<file path="config.mk">
export PLATFORM = sky130hd
export DESIGN_NAME = multicycle_control
export DESIGN_NICKNAME = d
export VERILOG_FILES = /design/src/rtl/mips_ctrl_pkg.sv /design/src/rtl/opcode_decode.sv /design/src/rtl/multicycle_control.sv
export SDC_FILE = /design/constraint.sdc
export NUM_CORES = 1
export LEC_CHECK = 0
export BUFFER_PORTS_ARGS = -buffer_cell sky130_fd_sc_hd__buf_2
export CORE_MARGIN = 5
export CORE_UTILIZATION = 43
export CTS_CLUSTER_SIZE = 8
export DETAILED_ROUTE_END_ITERATION = 12
export PLACE_DENSITY = 0.79
export SETUP_SLACK_MARGIN = 0.1
export SLEW_MARGIN = 10
export SYNTH_ARGS = -nofsm -noshare
export SYNTH_HDL_FRONTEND = slang
export SYNTH_SLANG_ARGS = --single-unit
</file>
<file path="constraint.sdc">
create_clock -name clk -period 1.7 [get_ports clk]
set_input_delay 0.085 -clock clk [delete_from_list [all_inputs] [get_ports clk]]
set_output_delay 0.085 -clock clk [all_outputs]
set_load 0.01 [all_outputs]
</file>
<file path="src/rtl/mips_ctrl_pkg.sv">
// Shared encodings for the multicycle MIPS control unit: states, opcodes,
// ALU operation and ALU B-source selects, plus the packed control word.
// Pure declarations; no logic, no latency, no flow control.
package mips_ctrl_pkg;

   // Controller states; encodings 11..15 are unused and recover to FETCH
   typedef enum logic [3:0] {
      S_FETCH   = 4'd0,
      S_DECODE  = 4'd1,
      S_MEMADR  = 4'd2,
      S_MEMRD   = 4'd3,
      S_MEMWB   = 4'd4,
      S_MEMWR   = 4'd5,
      S_EXEC    = 4'd6,
      S_RWB     = 4'd7,
      S_BRANCH  = 4'd8,
      S_ORIEXEC = 4'd9,
      S_ORIWB   = 4'd10
   } state_t;

   // instruction[31:26] values the controller understands
   localparam logic [5:0] OP_RTYPE = 6'b000000;
   localparam logic [5:0] OP_LW    = 6'b100011;
   localparam logic [5:0] OP_SW    = 6'b101011;
   localparam logic [5:0] OP_BEQ   = 6'b000100;
   localparam logic [5:0] OP_ORI   = 6'b001101;

   // ALU operation requested from the ALU control block
   typedef enum logic [1:0] {
      ALUOP_ADD   = 2'b00,
      ALUOP_SUB   = 2'b01,
      ALUOP_FUNCT = 2'b10,
      ALUOP_OR    = 2'b11
   } aluop_t;

   // ALU B operand source
   typedef enum logic [1:0] {
      SRCB_B       = 2'b00,
      SRCB_FOUR    = 2'b01,
      SRCB_IMM     = 2'b10,
      SRCB_IMM_SL2 = 2'b11
   } alusrcb_t;

   // Next-PC source
   localparam logic [1:0] PCSRC_ALU    = 2'b00;
   localparam logic [1:0] PCSRC_ALUOUT = 2'b01;

   // Complete set of datapath strobes and selects for one cycle
   typedef struct packed {
      logic     pcwrite;
      logic     pcwritecond;
      logic     iord;
      logic     memread;
      logic     memwrite;
      logic     memtoreg;
      logic     irwrite;
      logic     alusrca;
      logic     regwrite;
      logic     regdst;
      logic     zeroext;
      logic [1:0] pcsource;
      aluop_t   aluop;
      alusrcb_t alusrcb;
      logic     illegal_op;
   } ctrl_t;

endpackage

</file>
<file path="src/rtl/opcode_decode.sv">
// Classifies the 6-bit opcode into the instruction groups the controller uses.
// Latency: purely combinational.
// Backpressure: none; outputs follow opcode directly.
module opcode_decode
   import mips_ctrl_pkg::*;
(
   input  logic [5:0] opcode,
   output logic       rformat,
   output logic       lw,
   output logic       sw,
   output logic       beq,
   output logic       ori,
   output logic       illegal
);

   // One-hot classification; anything not recognised is flagged illegal
   always_comb begin
      rformat = 1'b0;
      lw      = 1'b0;
      sw      = 1'b0;
      beq     = 1'b0;
      ori     = 1'b0;
      illegal = 1'b0;
      case (opcode)
         OP_RTYPE: rformat = 1'b1;
         OP_LW:    lw      = 1'b1;
         OP_SW:    sw      = 1'b1;
         OP_BEQ:   beq     = 1'b1;
         OP_ORI:   ori     = 1'b1;
         default:  illegal = 1'b1;
      endcase
   end

endmodule

</file>
<file path="src/rtl/multicycle_control.sv">
// Multicycle MIPS main controller: state register plus per-state strobe decode.
// Latency: outputs are combinational from state; beq 3, R/sw/ori 4, lw 5 cycles.
// Backpressure: mem_ready=0 holds FETCH, MEMRD and MEMWR one cycle per low sample.
module multicycle_control
   import mips_ctrl_pkg::*;
(
   input  logic       clk,
   input  logic       reset,
   input  logic [5:0] opcode,
   input  logic       mem_ready,
   output logic       pcwrite,
   output logic       pcwritecond,
   output logic       iord,
   output logic       memread,
   output logic       memwrite,
   output logic       memtoreg,
   output logic       irwrite,
   output logic       alusrca,
   output logic       regwrite,
   output logic       regdst,
   output logic       zeroext,
   output logic [1:0] pcsource,
   output logic [1:0] aluop,
   output logic [1:0] alusrcb,
   output logic [3:0] state,
   output logic       illegal_op
);

   state_t state_r;
   ctrl_t  ctl;

   logic op_rformat;
   logic op_lw;
   logic op_sw;
   logic op_beq;
   logic op_ori;
   logic op_illegal;

   opcode_decode u_opcode_decode (
      .opcode  (opcode),
      .rformat (op_rformat),
      .lw      (op_lw),
      .sw      (op_sw),
      .beq     (op_beq),
      .ori     (op_ori),
      .illegal (op_illegal)
   );

   // State register and transitions; reset drops straight back to FETCH
   always_ff @(posedge clk or posedge reset) begin
      if (reset) begin
         state_r <= S_FETCH;
      end else begin
         case (state_r)
            S_FETCH: begin
               if (mem_ready)
                  state_r <= S_DECODE;
            end
            S_DECODE: begin
               if (op_lw || op_sw)
                  state_r <= S_MEMADR;
               else if (op_rformat)
                  state_r <= S_EXEC;
               else if (op_beq)
                  state_r <= S_BRANCH;
               else if (op_ori)
                  state_r <= S_ORIEXEC;
               else
                  state_r <= S_FETCH;
            end
            S_MEMADR: begin
               // opcode is held stable, so only lw or sw can arrive here
               if (op_lw)
                  state_r <= S_MEMRD;
               else if (op_sw)
                  state_r <= S_MEMWR;
               else
                  state_r <= S_FETCH;
            end
            S_MEMRD: begin
               if (mem_ready)
                  state_r <= S_MEMWB;
            end
            S_MEMWB:   state_r <= S_FETCH;
            S_MEMWR: begin
               if (mem_ready)
                  state_r <= S_FETCH;
            end
            S_EXEC:    state_r <= S_RWB;
            S_RWB:     state_r <= S_FETCH;
            S_BRANCH:  state_r <= S_FETCH;
            S_ORIEXEC: state_r <= S_ORIWB;
            S_ORIWB:   state_r <= S_FETCH;
            default:   state_r <= S_FETCH;
         endcase
      end
   end

   // Per-state strobe decode; every field not set for a state stays zero
   always_comb begin
      ctl = '0;
      case (state_r)
         S_FETCH: begin
            ctl.memread  = 1'b1;
            ctl.iord     = 1'b0;
            ctl.alusrca  = 1'b0;
            ctl.alusrcb  = SRCB_FOUR;
            ctl.aluop    = ALUOP_ADD;
            ctl.pcsource = PCSRC_ALU;
            // Latch IR and advance PC only on the cycle memory delivers,
            // and never while reset holds the machine
            ctl.irwrite  = mem_ready & ~reset;
            ctl.pcwrite  = mem_ready & ~reset;
         end
         S_DECODE: begin
            ctl.alusrca    = 1'b0;
            ctl.alusrcb    = SRCB_IMM_SL2;
            ctl.aluop      = ALUOP_ADD;
            ctl.illegal_op = op_illegal;
         end
         S_MEMADR: begin
            ctl.alusrca = 1'b1;
            ctl.alusrcb = SRCB_IMM;
            ctl.aluop   = ALUOP_ADD;
         end
         S_MEMRD: begin
            ctl.memread = 1'b1;
            ctl.iord    = 1'b1;
         end
         S_MEMWB: begin
            ctl.regwrite = 1'b1;
            ctl.memtoreg = 1'b1;
            ctl.regdst   = 1'b0;
         end
         S_MEMWR: begin
            ctl.memwrite = 1'b1;
            ctl.iord     = 1'b1;
         end
         S_EXEC: begin
            ctl.alusrca = 1'b1;
            ctl.alusrcb = SRCB_B;
            ctl.aluop   = ALUOP_FUNCT;
         end
         S_RWB: begin
            ctl.regwrite = 1'b1;
            ctl.regdst   = 1'b1;
            ctl.memtoreg = 1'b0;
         end
         S_BRANCH: begin
            ctl.alusrca     = 1'b1;
            ctl.alusrcb     = SRCB_B;
            ctl.aluop       = ALUOP_SUB;
            ctl.pcwritecond = 1'b1;
            ctl.pcsource    = PCSRC_ALUOUT;
         end
         S_ORIEXEC: begin
            ctl.alusrca = 1'b1;
            ctl.alusrcb = SRCB_IMM;
            ctl.zeroext = 1'b1;
            ctl.aluop   = ALUOP_OR;
         end
         S_ORIWB: begin
            ctl.regwrite = 1'b1;
            ctl.regdst   = 1'b0;
            ctl.memtoreg = 1'b0;
         end
         default: ctl = '0;
      endcase
   end

   assign pcwrite     = ctl.pcwrite;
   assign pcwritecond = ctl.pcwritecond;
   assign iord        = ctl.iord;
   assign memread     = ctl.memread;
   assign memwrite    = ctl.memwrite;
   assign memtoreg    = ctl.memtoreg;
   assign irwrite     = ctl.irwrite;
   assign alusrca     = ctl.alusrca;
   assign regwrite    = ctl.regwrite;
   assign regdst      = ctl.regdst;
   assign zeroext     = ctl.zeroext;
   assign pcsource    = ctl.pcsource;
   assign aluop       = ctl.aluop;
   assign alusrcb     = ctl.alusrcb;
   assign illegal_op  = ctl.illegal_op;
   assign state       = state_r;

endmodule

</file>
==> results of run 1 <==
[final cells by class]
class / instances / area (sq um) / area share (%)
Tap cell: 15 / 18.8 / 2.43
Timing Repair Buffer: 37 / 208 / 26.9
Inverter: 4 / 15.0 / 1.94
Clock buffer: 3 / 22.5 / 2.92
Multi-Input combinational cell: 59 / 403 / 52.2
Sequential cell: 4 / 105 / 13.6
[synth_stat cells (all sizes together) (2+ instances only)]
master | number | share of area (%)
nand2b | 5 | 6.7
xnor2 | 2 | 3.0
nand2 | 5 | 3.7
mux2i | 2 | 3.4
nor2 | 10 | 7.3
xor2 | 2 | 3.0
nor3 | 2 | 1.7
dfrtp | 4 | 17
buf | 7 | 12
a21oi | 3 | 2.6
nor2b | 2 | 2.2
nand4 | 2 | 3.2
or2 | 2 | 3.0
o21ai | 7 | 6.0
inv | 4 | 2.6
[final timing paths]
kind | startpoint | endpoint | cells after the start
worst max-delay path | state[3] | illegal_op | 5
worst min-delay path | opcode[4] | state[3] | 4
worst max register to register | state[2] | state[2] | 5
worst min register to register | state[3] | state[0] | 2
max in group asynchronous | reset | state[1] | 3
min in group asynchronous | reset | state[3] | 3
[kinds of logic (layout without fill, tap and decap cells)]
kind of cell	after synthesis	count (layout)	share of synthesized area, %
other	1	1	0.646
AOI/OAI and AO/OA	16	16	17.9
and+or+nand+nor	35	35	38.6
xor gates and xnor gates	4	4	6.04
buffers and inverters	11	44	14.2
DFF	4	4	17.2
muxes	3	3	5.39
[tightest hold or removal path: cells and delay by family]
kind,cells,cell delay (ns)
compound gates,1,0.07
buf+inv,1,0.09
simple gates,2,0.12
[cell usage in the layout, fill, tap and decap left out, types with 3 or more instances in the layout]
cell,n
sky130_fd_sc_hd__buf_4,7
sky130_fd_sc_hd__nand2b_1,4
sky130_fd_sc_hd__clkbuf_4,3
sky130_fd_sc_hd__nor2_1,8
sky130_fd_sc_hd__inv_1,3
sky130_fd_sc_hd__o21ai_1,7
sky130_fd_sc_hd__a21oi_1,3
sky130_fd_sc_hd__dfrtp_2,4
sky130_fd_sc_hd__nand2_1,4
sky130_fd_sc_hd__buf_2,29
[timing repair]
| action | 4_1_cts | 5_1_grt |
|---|---|---|
| gates resized for setup | 4 | 1 |
| cloned | 0 | 0 |
| endpoints found under the setup margin | 5 | 2 |
| buffers inserted | 3 | 4 |
| hold buffers | 1 | 0 |
| hold endpoints to repair | 4 | 0 |
[power by group through the flow]
stage                     sequential (mW)  combinational [mW]  clock, mW
final                               0.116               0.136      0.117
after global routing                0.118               0.152      0.133
after CTS                           0.118               0.130      0.122
after detailed placement            0.120               0.123          0
after global placement              0.119               0.120          0
after floorplan                     0.110              0.0972          0
[layer usage]
layer  track usage (%)  routed length [microns]  up-vias  part of all wire (%)
li1                  -                        -      321                     -
met1              20.8                      649      267                    43
met2              23.6                      659       31                    44
met3              4.60                      192        0                    13
met4              4.97                        0        0                     0
met5                 0                        0        -                     0
[through the flow]
stage	total power [mW]	cells	util, %
2_1_floorplan	0.207	74	-
3_3_place_gp	0.240	111	52.7
3_5_place_dp	0.243	111	52.7
4_1_cts	0.370	118	57.4
5_1_grt	0.404	122	60.1
6_report	0.369	122	60.1
==> reports/metrics.yaml, run 1 <==
status: "finished, final reports clean"
max_cap_viol_count: 0
async_reset_ff_share_pct: 100
remaining_drc_errors: 0
path_class: "flip-flop to primary output"
grt_overflow: 0
first_global_vias: 546
first_pass_grt_wire_length_microns: 2420
largest_reg_flops: 4
cellInternalPower_mw: 0.244
die_width_microns: 46.7
die_outline_area_sq_mm: 0.00219
switching_pwr_mw: 0.125
io_pins: 31
final.period_utilization_pct: 87.7
fp.dieH_microns: 46.7
mappedNetlistArea_sq_um: 581
globalRouteTotalUtil_pct: 15.4
cts_made_buffers: 3
total_leakage_power_nw: 0.410
final_setup_violating_endpoints: 0
final_max_slew_viol_count: 0
fin_crit_ns: 1.49
number_of_enable_flip_flop_cells_after_synthesis: 0
timing.critical_path.cells: "or2_4, nor2_4, nand2_1, a21oi_1, buf_2"
cpMaxStageDelayCell: "sky130_fd_sc_hd__dfrtp_2"
cts_max_level: 1
cts_tree: "yes"
power.clock.fraction_pct: 31.7
wl_per_cell_microns: 12.3
drive_above_1_share_pct: 52.3
grt_start_max_net_pins: 18
worst_path_fanout_max: 8
number_of_buffers_added_on_ports: 29
floorplan.initialDensity_pct: 45.2
startpoint_type: "flip-flop"
crit_buf_inv: 1
share_seq_of_total_power_pct: 31.5
totalWireLength_microns: 1500
maxSlewHeadroom_pct: 65.4
postSynthRegisterBits: 4
placement.setup.worst_slack_ns: 0.189
syn_avg_cell_area_sq_um: 7.85
synth_cell_type_count: 36
fin_hold_ws_ns: 0.168
transition_at_the_pin_with_the_smallest_max_transition_slack_ns: 0.512
report.final.hold_viol_count: 0
required_ns: 1.62
worst_slack_ns: 0.208
fin_worst_skew_ns: 0.00681
yosysWarningCount: 0
syn_nets: 83
clk_transition_reported_paths_ns: 0.04
initial_antenna_violation_count: 0
critical-path-max-stage-delay_ns: 0.44
dp_hpwl_microns: 1120
cp-end-kind: "primary output"
seq_total_area_yosys_pct: 17.2
post_synth_inst_count: 74
clock_sink_count: 4
post_route_cell_area_sq_um: 772
vias_per_cell: 5.07
place.gp.congestion: 0.842
synth_top_flop_cell: "sky130_fd_sc_hd__dfrtp_1"
clock_tree_buf_depth: 2
grt_setup_unrepaired: "false"
crit_arrival_ns: 1.41
drt-pass1-iter-count: 4
number_of_diodes_added_for_antenna_fixing: 0
cts_root_buf: "sky130_fd_sc_hd__clkbuf_4"
irDropWorstVdd_mv: 0.527
vias: 619
family_of_cells_with_the_greatest_summed_delay_on_the_critical_path: "simple AND/OR/NAND/NOR gates"
worst_skew_late_latency_ns: 0.24
layout-area-overhead-vs-synth_pct: 33.0
max_freq_mhz: 670
number_of_nets_in_the_layout: 118
first_iter_violations: 6
pwr-share-comb_pct: 36.8
p_per_area_mw_per_mm2: 478
setup_total_negative_slack_ns: 0
min_delay_path_class: "primary input to flip-flop"
placeableCoreArea_sq_mm: 0.00128
rrSetupSlack_ns: 0.34
sw_frac_of_total_pct: 33.9
antenna_left: 0
dpl-instance-area_sq_um: 677
floorplan.rows: 13
final.fill_count: 122
No activity file was read; power rests on OpenSTA's default activity.
==> run 2: changes to the inputs <==
--- a/config.mk
+++ b/config.mk
@@ -5,7 +5,8 @@
 export SDC_FILE = /design/constraint.sdc
 export NUM_CORES = 1
 export LEC_CHECK = 0
-export BUFFER_PORTS_ARGS = -buffer_cell sky130_fd_sc_hd__buf_2
+export BUFFER_PORTS_ARGS = -buffer_cell sky130_fd_sc_hd__clkbuf_2
+export CAP_MARGIN = 20
 export CORE_MARGIN = 5
 export CORE_UTILIZATION = 43
 export CTS_CLUSTER_SIZE = 8
@@ -15,4 +16,5 @@
 export SLEW_MARGIN = 10
 export SYNTH_ARGS = -nofsm -noshare
 export SYNTH_HDL_FRONTEND = slang
+export SYNTH_HIERARCHICAL = 1
 export SYNTH_SLANG_ARGS = --single-unit
==> run 2 against run 1 <==
Sequential power is 8% higher. Die area down 1.2%. Critical path type unchanged. Wire length is 16% higher. Worst setup slack got worse by 0.039 ns. Power grew 110%. Fmax shrank 2.6%. Clock skew fell by 0.0036 ns. Highest routed layer unchanged.
==> reports/metrics.yaml, run 2 <==
status: "finished, final reports clean"
cts_max_level: 1  # unchanged
wl_per_cell_microns: 13.0  # +5.5%
placeableCoreArea_sq_mm: 0.00128  # unchanged
final_setup_violating_endpoints: 0  # unchanged
clk_transition_reported_paths_ns: 0.04  # about the same
worst-r2r-cell-count: 4  # -1
fin_worst_skew_ns: 0.00325  # -0.00356 ns
worst_path_fanout_max: 17  # +9
cpMaxStageDelayCell: "sky130_fd_sc_hd__dfrtp_1"
design_power_total_mw: 0.766  # +110%
postSynthRegisterBits: 4  # unchanged
seq_total_area_yosys_pct: 17.5  # +0.26 points
first_pass_grt_wire_length_microns: 2650  # +9.7%
fp.dieH_microns: 46.5  # -0.60%
grt_setup_unrepaired: "true"
number_of_nets_in_the_layout: 130  # +10%
portion_of_synthesized_cell_area_occupied_by_the_leading_cell_type_pct: 17.5  # +0.26 points
mostFrequentLayoutCell: "sky130_fd_sc_hd__clkbuf_2"
crit_buf_inv: 3  # +2
largest_reg_flops: 4  # unchanged
clock_tree_buf_depth: 2  # unchanged
min_delay_path_class: "primary input to flip-flop"
fin_crit_ns: 1.53  # +0.0393 ns
mappedNetlistArea_sq_um: 572  # -1.5%
crit_start: "state[2]"
max_freq_mhz: 653  # -2.6%
family_of_cells_with_the_greatest_summed_delay_on_the_critical_path: "buffers and inverters"
floorplan.rows: 13  # unchanged
drt-pass1-iter-count: 4  # unchanged
setup_total_negative_slack_ns: 0  # unchanged
synth.area.top_cells: "sky130_fd_sc_hd__dfrtp_1 18%, sky130_fd_sc_hd__nor2_1 9.2%, sky130_fd_sc_hd__nor3_1 7.9%"
ys_top_cells_by_count: "14 x sky130_fd_sc_hd__nor2_1, 9 x sky130_fd_sc_hd__nor3_1, 6 x sky130_fd_sc_hd__a21oi_1, 6 x sky130_fd_sc_hd__nand2_1, 6 x sky130_fd_sc_hd__nand2b_1"
number_of_enable_flip_flop_cells_after_synthesis: 0  # unchanged
path_class: "flip-flop to primary output"
vias: 740  # +20%
min_to: "state[0]"
total_leakage_power_nw: 0.419  # +2.1%
dp_hpwl_microns: 1340  # +19%
max_cap_viol_count: 0  # unchanged
synth_most_common_cell: "sky130_fd_sc_hd__nor2_1"
worstHoldStart: "mem_ready"
critical-path-max-stage-delay_ns: 0.37  # -0.07 ns
first_iter_violations: 27  # +21
first_global_vias: 647  # +18%
remaining_drc_errors: 0  # unchanged
worst_skew_late_latency_ns: 0.23  # about the same
timing.critical_path.cells: "buf_4, nor2_1, buf_4, nand2_1, nor2_1, clkbuf_2"
syn_avg_cell_area_sq_um: 6.57  # -16%
cts_tree: "yes"
die_width_microns: 46.5  # -0.60%
number_of_diodes_added_for_antenna_fixing: 0  # unchanged
cts_made_buffers: 3  # unchanged
irDropWorstVdd_mv: 0.327  # -38%
report.final.hold_viol_count: 0  # unchanged
commonest_cells_after_routing_fill_and_taps_aside: "29 x sky130_fd_sc_hd__clkbuf_2, 14 x sky130_fd_sc_hd__nor2_1, 7 x sky130_fd_sc_hd__nor3_1, 7 x sky130_fd_sc_hd__buf_4"
drive_above_1_share_pct: 35.3  # -17 points
io_pins: 31  # unchanged
synth_top_flop_cell: "sky130_fd_sc_hd__dfrtp_1"
netlist.top_cell.by_area: "sky130_fd_sc_hd__dfrtp_1"
synth_cell_type_count: 32  # -11%
post_synth_inst_count: 87  # +18%
p_per_area_mw_per_mm2: 974  # +100%
die_outline_area_sq_mm: 0.00216  # -1.2%
initial_antenna_violation_count: 0  # unchanged
number_of_buffers_added_on_ports: 29  # unchanged
cts_root_buf: "sky130_fd_sc_hd__clkbuf_4"
floorplan.initialDensity_pct: 44.5  # -0.68 points
antenna_left: 0  # unchanged
required_ns: 1.62  # about the same
grt_start_max_net_pins: 18  # unchanged
globalRouteTotalUtil_pct: 16.6  # +1.2 points
yosysWarningCount: 6  # +6
grt_overflow: 0  # unchanged
totalWireLength_microns: 1740  # +16%
r2r_end: "state[0]"
vias_per_cell: 5.52  # +8.8%
startpoint_type: "flip-flop"
async_reset_ff_share_pct: 100  # unchanged
worst_hold_path.num_cells: 2  # -2
final.period_utilization_pct: 90.1  # +2.3 points
crit_arrival_ns: 1.45  # +0.04 ns
final_core_utilization_pct: 61.2  # +1.2 points
timing.rr.start: "state[1]"
layout-area-overhead-vs-synth_pct: 37.6
clock_sink_count: 4  # unchanged
place.gp.congestion: 0.853  # +1.3%
rrSetupSlack_ns: 0.29  # -0.05 ns
syn_nets: 96  # +16%
final_max_slew_viol_count: 0  # unchanged
cp-end-kind: "primary output"
-- run 2: changes by cell type after synthesis, sizes merged, moves of 3 or more --
cell,before,now
a31oi,0,4
clkbuf,0,3
and3,1,5
nor3,2,9
a21oi,3,6
nor2,10,14
o21ai,7,3
-- run 2: per-stage QoR --
| step | setup WS [ns] | instances | hold slack [ns] | cell area (sq um) |
|---|---|---|---|---|
| after floorplan | 0.178 | 87 | -0.144 | 572 |
| after global placement | 0.305 | 130 | -0.0375 | 738 |
| after detailed placement | 0.263 | 130 | -0.0371 | 738 |
| after CTS | 0.140 | 134 | 0.161 | 776 |
| after global routing | 0.0950 | 134 | 0.173 | 787 |
| final | 0.169 | 134 | 0.166 | 787 |
-- run 2: layout make-up --
| class | instances | area (sq um) |
|---|---|---|
| Fill cell | 125 | 498 |
| Timing Repair Buffer | 37 | 208 |
| Clock buffer | 3 | 22.5 |
| Multi-Input combinational cell | 71 | 423 |
| Inverter | 4 | 15.0 |
| Sequential cell | 4 | 100 |
| Tap cell | 15 | 18.8 |
-- run 2: repair_timing --
item / 4_1_cts / 5_1_grt
buffers inserted: 0 / 0
gates resized for setup: 1 / 2
endpoints found under the setup margin: 1 / 2
hold buffers: 1 / 0
endpoints found under the hold margin: 4 / 0
-- run 2: routing by layer --
layer	global-route usage, %	part of all wire, %	vias up	routed length [microns]
met5	0	0	-	0
met4	3.41	0	0	0
met3	3.52	8.4	0	146
met2	29.7	49	34	854
met1	20.0	43	330	740
li1	-	-	376	-
-- run 2: worst max-delay path by stage --
stage,endpoint,slack [ns],depth (start not counted)
2_1_floorplan,state[0],0.18,5
3_3_place_gp,state[0],0.31,7
3_5_place_dp,state[0],0.26,7
4_1_cts,regwrite,0.14,5
5_1_grt,regwrite,0.09,5
6_report,pcsource[0],0.17,6
-- run 2: power by group --
group	leakage [nW]	internal, mW	switching, mW	total [mW]
Combinational	0.351	0.228	0.299	0.527
Sequential	0.0539	0.114	0.0117	0.125
Clock	0.0138	0.0787	0.0350	0.114
-- run 2: cells by family after synthesis --
kind of cell,count (synthesis),share of synthesized area (%)
and+or+nand+nor,50,47.9
AOI/OAI and AO/OA,18,19.5
buffers and inverters,12,11.4
DFF,4,17.5
xor gates and xnor gates,2,3.06
other,1,0.656
==> run 3: changes to the inputs <==
--- a/config.mk
+++ b/config.mk
@@ -5,6 +5,7 @@
 export SDC_FILE = /design/constraint.sdc
 export NUM_CORES = 1
 export LEC_CHECK = 0
+export ABC_AREA = 1
 export BUFFER_PORTS_ARGS = -buffer_cell sky130_fd_sc_hd__clkbuf_2
 export CAP_MARGIN = 20
 export CORE_MARGIN = 5
==> run 3 against run 2 <==
Utilization fell by 2.6 points. Synthesized area rose by 0.88%. Worst setup slack improved by 0.052 ns. Fmax rose by 3.5%.
==> reports/metrics.yaml, run 3 <==
status: "finished, final reports clean"
seq_total_area_yosys_pct: 17.4  # -0.15 points
vias: 731  # -1.2%
vias_per_cell: 4.69  # -15%
fin_crit_ns: 1.48  # -0.0516 ns
irDropWorstVdd_mv: 0.528  # +62%
p_per_area_mw_per_mm2: 861  # -12%
grt_overflow: 0  # unchanged
mappedNetlistArea_sq_um: 577  # +0.88%
remaining_drc_errors: 0  # unchanged
first_iter_violations: 25  # -7.4%
cts_made_buffers: 3  # unchanged
startpoint_type: "flip-flop"
path_class: "flip-flop to primary output"
setup_total_negative_slack_ns: 0  # unchanged
sw_frac_of_total_pct: 48.2  # +3.0 points
worst-r2r-cell-count: 5  # +1
power.clock.fraction_pct: 17.4  # +2.6 points
max_freq_mhz: 676  # +3.5%
max_cap_viol_count: 0  # unchanged
min_delay_path_class: "primary input to flip-flop"
antenna_left: 0  # unchanged
initial_antenna_violation_count: 0  # unchanged
cp-end-kind: "primary output"
final_setup_violating_endpoints: 0  # unchanged
number_of_diodes_added_for_antenna_fixing: 0  # unchanged
synth.area.top_cells: "sky130_fd_sc_hd__dfrtp_1 17%, sky130_fd_sc_hd__nand2_1 16%, sky130_fd_sc_hd__nor2_1 16%"
cts_max_level: 1  # unchanged
wl_per_cell_microns: 9.36  # -28%
number_of_nets_in_the_layout: 152  # +17%
die_outline_area_sq_mm: 0.00217  # +0.69%
worst_path_fanout_max: 8  # -9
first_pass_grt_wire_length_microns: 2330  # -12%
worst_hold_path.num_cells: 4  # +2
dp_hpwl_microns: 1290  # -3.8%
layoutNonFillerInstCount: 156  # +16%
floorplan.rows: 13  # unchanged
fin_worst_skew_ns: 0.00528  # +0.00203 ns
switching_pwr_mw: 0.312  # -9.7%
number_of_buffers_added_on_ports: 29  # unchanged
drt-pass1-iter-count: 4  # unchanged
placed_cells: 152  # +17%
min_to: "state[2]"
yosysWarningCount: 6  # unchanged
placement.setup.worst_slack_ns: 0.442  # +0.178 ns
clk_transition_reported_paths_ns: 0.04  # about the same
totalWireLength_microns: 1460  # -16%
final_max_slew_viol_count: 0  # unchanged
syn_nets: 120  # +25%
number_of_enable_flip_flop_cells_after_synthesis: 0  # unchanged
worstHoldStart: "mem_ready"
grt_start_max_net_pins: 9  # -9
clock_sink_count: 4  # unchanged
largest_reg_flops: 4  # unchanged
synth_cell_type_count: 18  # -44%
die_width_microns: 46.6  # +0.34%
mostFrequentLayoutCell: "sky130_fd_sc_hd__clkbuf_2"
sequential_cell_area_sq_um: 100  # unchanged
commonest_cells_after_routing_fill_and_taps_aside: "29 x sky130_fd_sc_hd__clkbuf_2, 24 x sky130_fd_sc_hd__nand2_1, 23 x sky130_fd_sc_hd__nor2_1"
first_global_vias: 621  # -4.0%
async_reset_ff_share_pct: 100  # unchanged
ys_top_cells_by_count: "24 x sky130_fd_sc_hd__nand2_1, 24 x sky130_fd_sc_hd__nor2_1, 22 x sky130_fd_sc_hd__inv_1, 8 x sky130_fd_sc_hd__nand3_1"
syn_avg_cell_area_sq_um: 5.20  # -21%
total_leakage_power_nw: 0.509  # +22%
portion_of_synthesized_cell_area_occupied_by_the_leading_cell_type_pct: 17.4  # -0.15 points
worst_slack_ns: 0.221  # +0.0516 ns
layout-area-overhead-vs-synth_pct: 30.6
crit_arrival_ns: 1.39  # -0.06 ns
timing.rr.start: "state[1]"
synth_top_flop_cell: "sky130_fd_sc_hd__dfrtp_1"
design_power_total_mw: 0.649  # -15%
floorplan.initialDensity_pct: 44.9  # +0.39 points
fp.dieH_microns: 46.6  # +0.34%
worst_skew_late_latency_ns: 0.23  # about the same
cts_root_buf: "sky130_fd_sc_hd__clkbuf_4"
grt_setup_unrepaired: "true"
postCtsSetupBuffers: 0  # unchanged
fin_hold_ws_ns: 0.194  # +0.0282 ns
drive_above_1_share_pct: 34.8  # -0.54 points
post_synth_inst_count: 111  # +28%
report.final.hold_viol_count: 0  # unchanged
final.period_utilization_pct: 87.0  # -3.0 points
rrSetupSlack_ns: 0.43  # +0.14 ns
clock_tree_buf_depth: 2  # unchanged
multiInputGateArea_sq_um: 359  # -15%
place.gp.congestion: 0.897  # +5.2%
required_ns: 1.62  # about the same
pwr-share-comb_pct: 60.3  # -8.5 points
cellInternalPower_mw: 0.336  # -20%
cts_tree: "yes"
share_seq_of_total_power_pct: 22.3  # +5.9 points
placeableCoreArea_sq_mm: 0.00128  # unchanged
r2r_end: "state[3]"
netlist.top_cell.by_area: "sky130_fd_sc_hd__dfrtp_1"
final.fill_count: 133  # +6.4%
postSynthRegisterBits: 4  # unchanged
io_pins: 31  # unchanged
globalRouteTotalUtil_pct: 14.5  # -2.1 points
[run 3: cell count changes in the layout (fill, tap and decap cells not counted), sizes merged, moves of 7 or more]
cell / previous run / this run
inv: 4 / 26
nand3: 1 / 9
nor3: 9 / 2
buf: 7 / 0
nand2: 6 / 29
nor2: 14 / 29
[run 3: metal layers]
metal	routed length [microns]	up-vias	global-route usage, %
met5	0	-	0
met4	0	0	4.97
met1	637	312	19.2
met2	673	30	24.5
li1	-	389	-
met3	149	0	1.17
[run 3: critical path: stages, from the launching register on]
cell and delay, ns:
sky130_fd_sc_hd__dfrtp_1 0.46, sky130_fd_sc_hd__nor2_1 0.22, sky130_fd_sc_hd__nand2_2 0.12, sky130_fd_sc_hd__nor3_1 0.20, sky130_fd_sc_hd__clkbuf_2 0.17
[run 3: cell families (layout without fill, tap and decap cells)]
family                 after synthesis  count (layout)  synth area share [%]
and+or+nand+nor                     72              72                  56.0
buffers and inverters               29              59                  20.8
AOI/OAI and AO/OA                    5               5                  5.21
DFF                                  4               4                  17.4
other                                1               1                 0.650
[run 3: power groups by stage]
stage	logic, mW	registers, mW	clock network [mW]
after floorplan	0.258	0.149	0
after detailed placement	0.389	0.145	0
after CTS	0.392	0.144	0.118
after global routing	0.444	0.148	0.121
after global placement	0.379	0.144	0
final	0.391	0.145	0.113
[run 3: layout make-up]
| type | count | area share, % |
|---|---|---|
| Multi-Input combinational cell | 78 | 47.7 |
| Timing Repair Buffer | 30 | 20.6 |
| Sequential cell | 4 | 13.3 |
| Inverter | 26 | 13.0 |
| Clock buffer | 3 | 2.99 |
| Tap cell | 15 | 2.49 |
[run 3: what timing repair did]
action	in CTS	in global routing
hold buffers	1	0
resized for setup	0	1
endpoints found under the hold margin	4	0
setup endpoints to repair	0	2
[run 3: metrics by stage]
stage	utilization (%)	area, sq um
after floorplan	-	577
after global placement	55.9	718
after detailed placement	55.9	718
after CTS	58.4	751
after global routing	58.6	753
final	58.6	753
[run 3: worst max path at each step]
stage / start / endpoint / slack, ns / cells after the start
3_5_place_dp: state[1] / state[3] / 0.44 / 5
2_1_floorplan: state[1] / pcwrite / 0.36 / 4
6_report: state[1] / irwrite / 0.22 / 4
5_1_grt: state[1] / pcwrite / 0.1 / 4
3_3_place_gp: state[1] / irwrite / 0.52 / 4
4_1_cts: state[1] / irwrite / 0.21 / 4
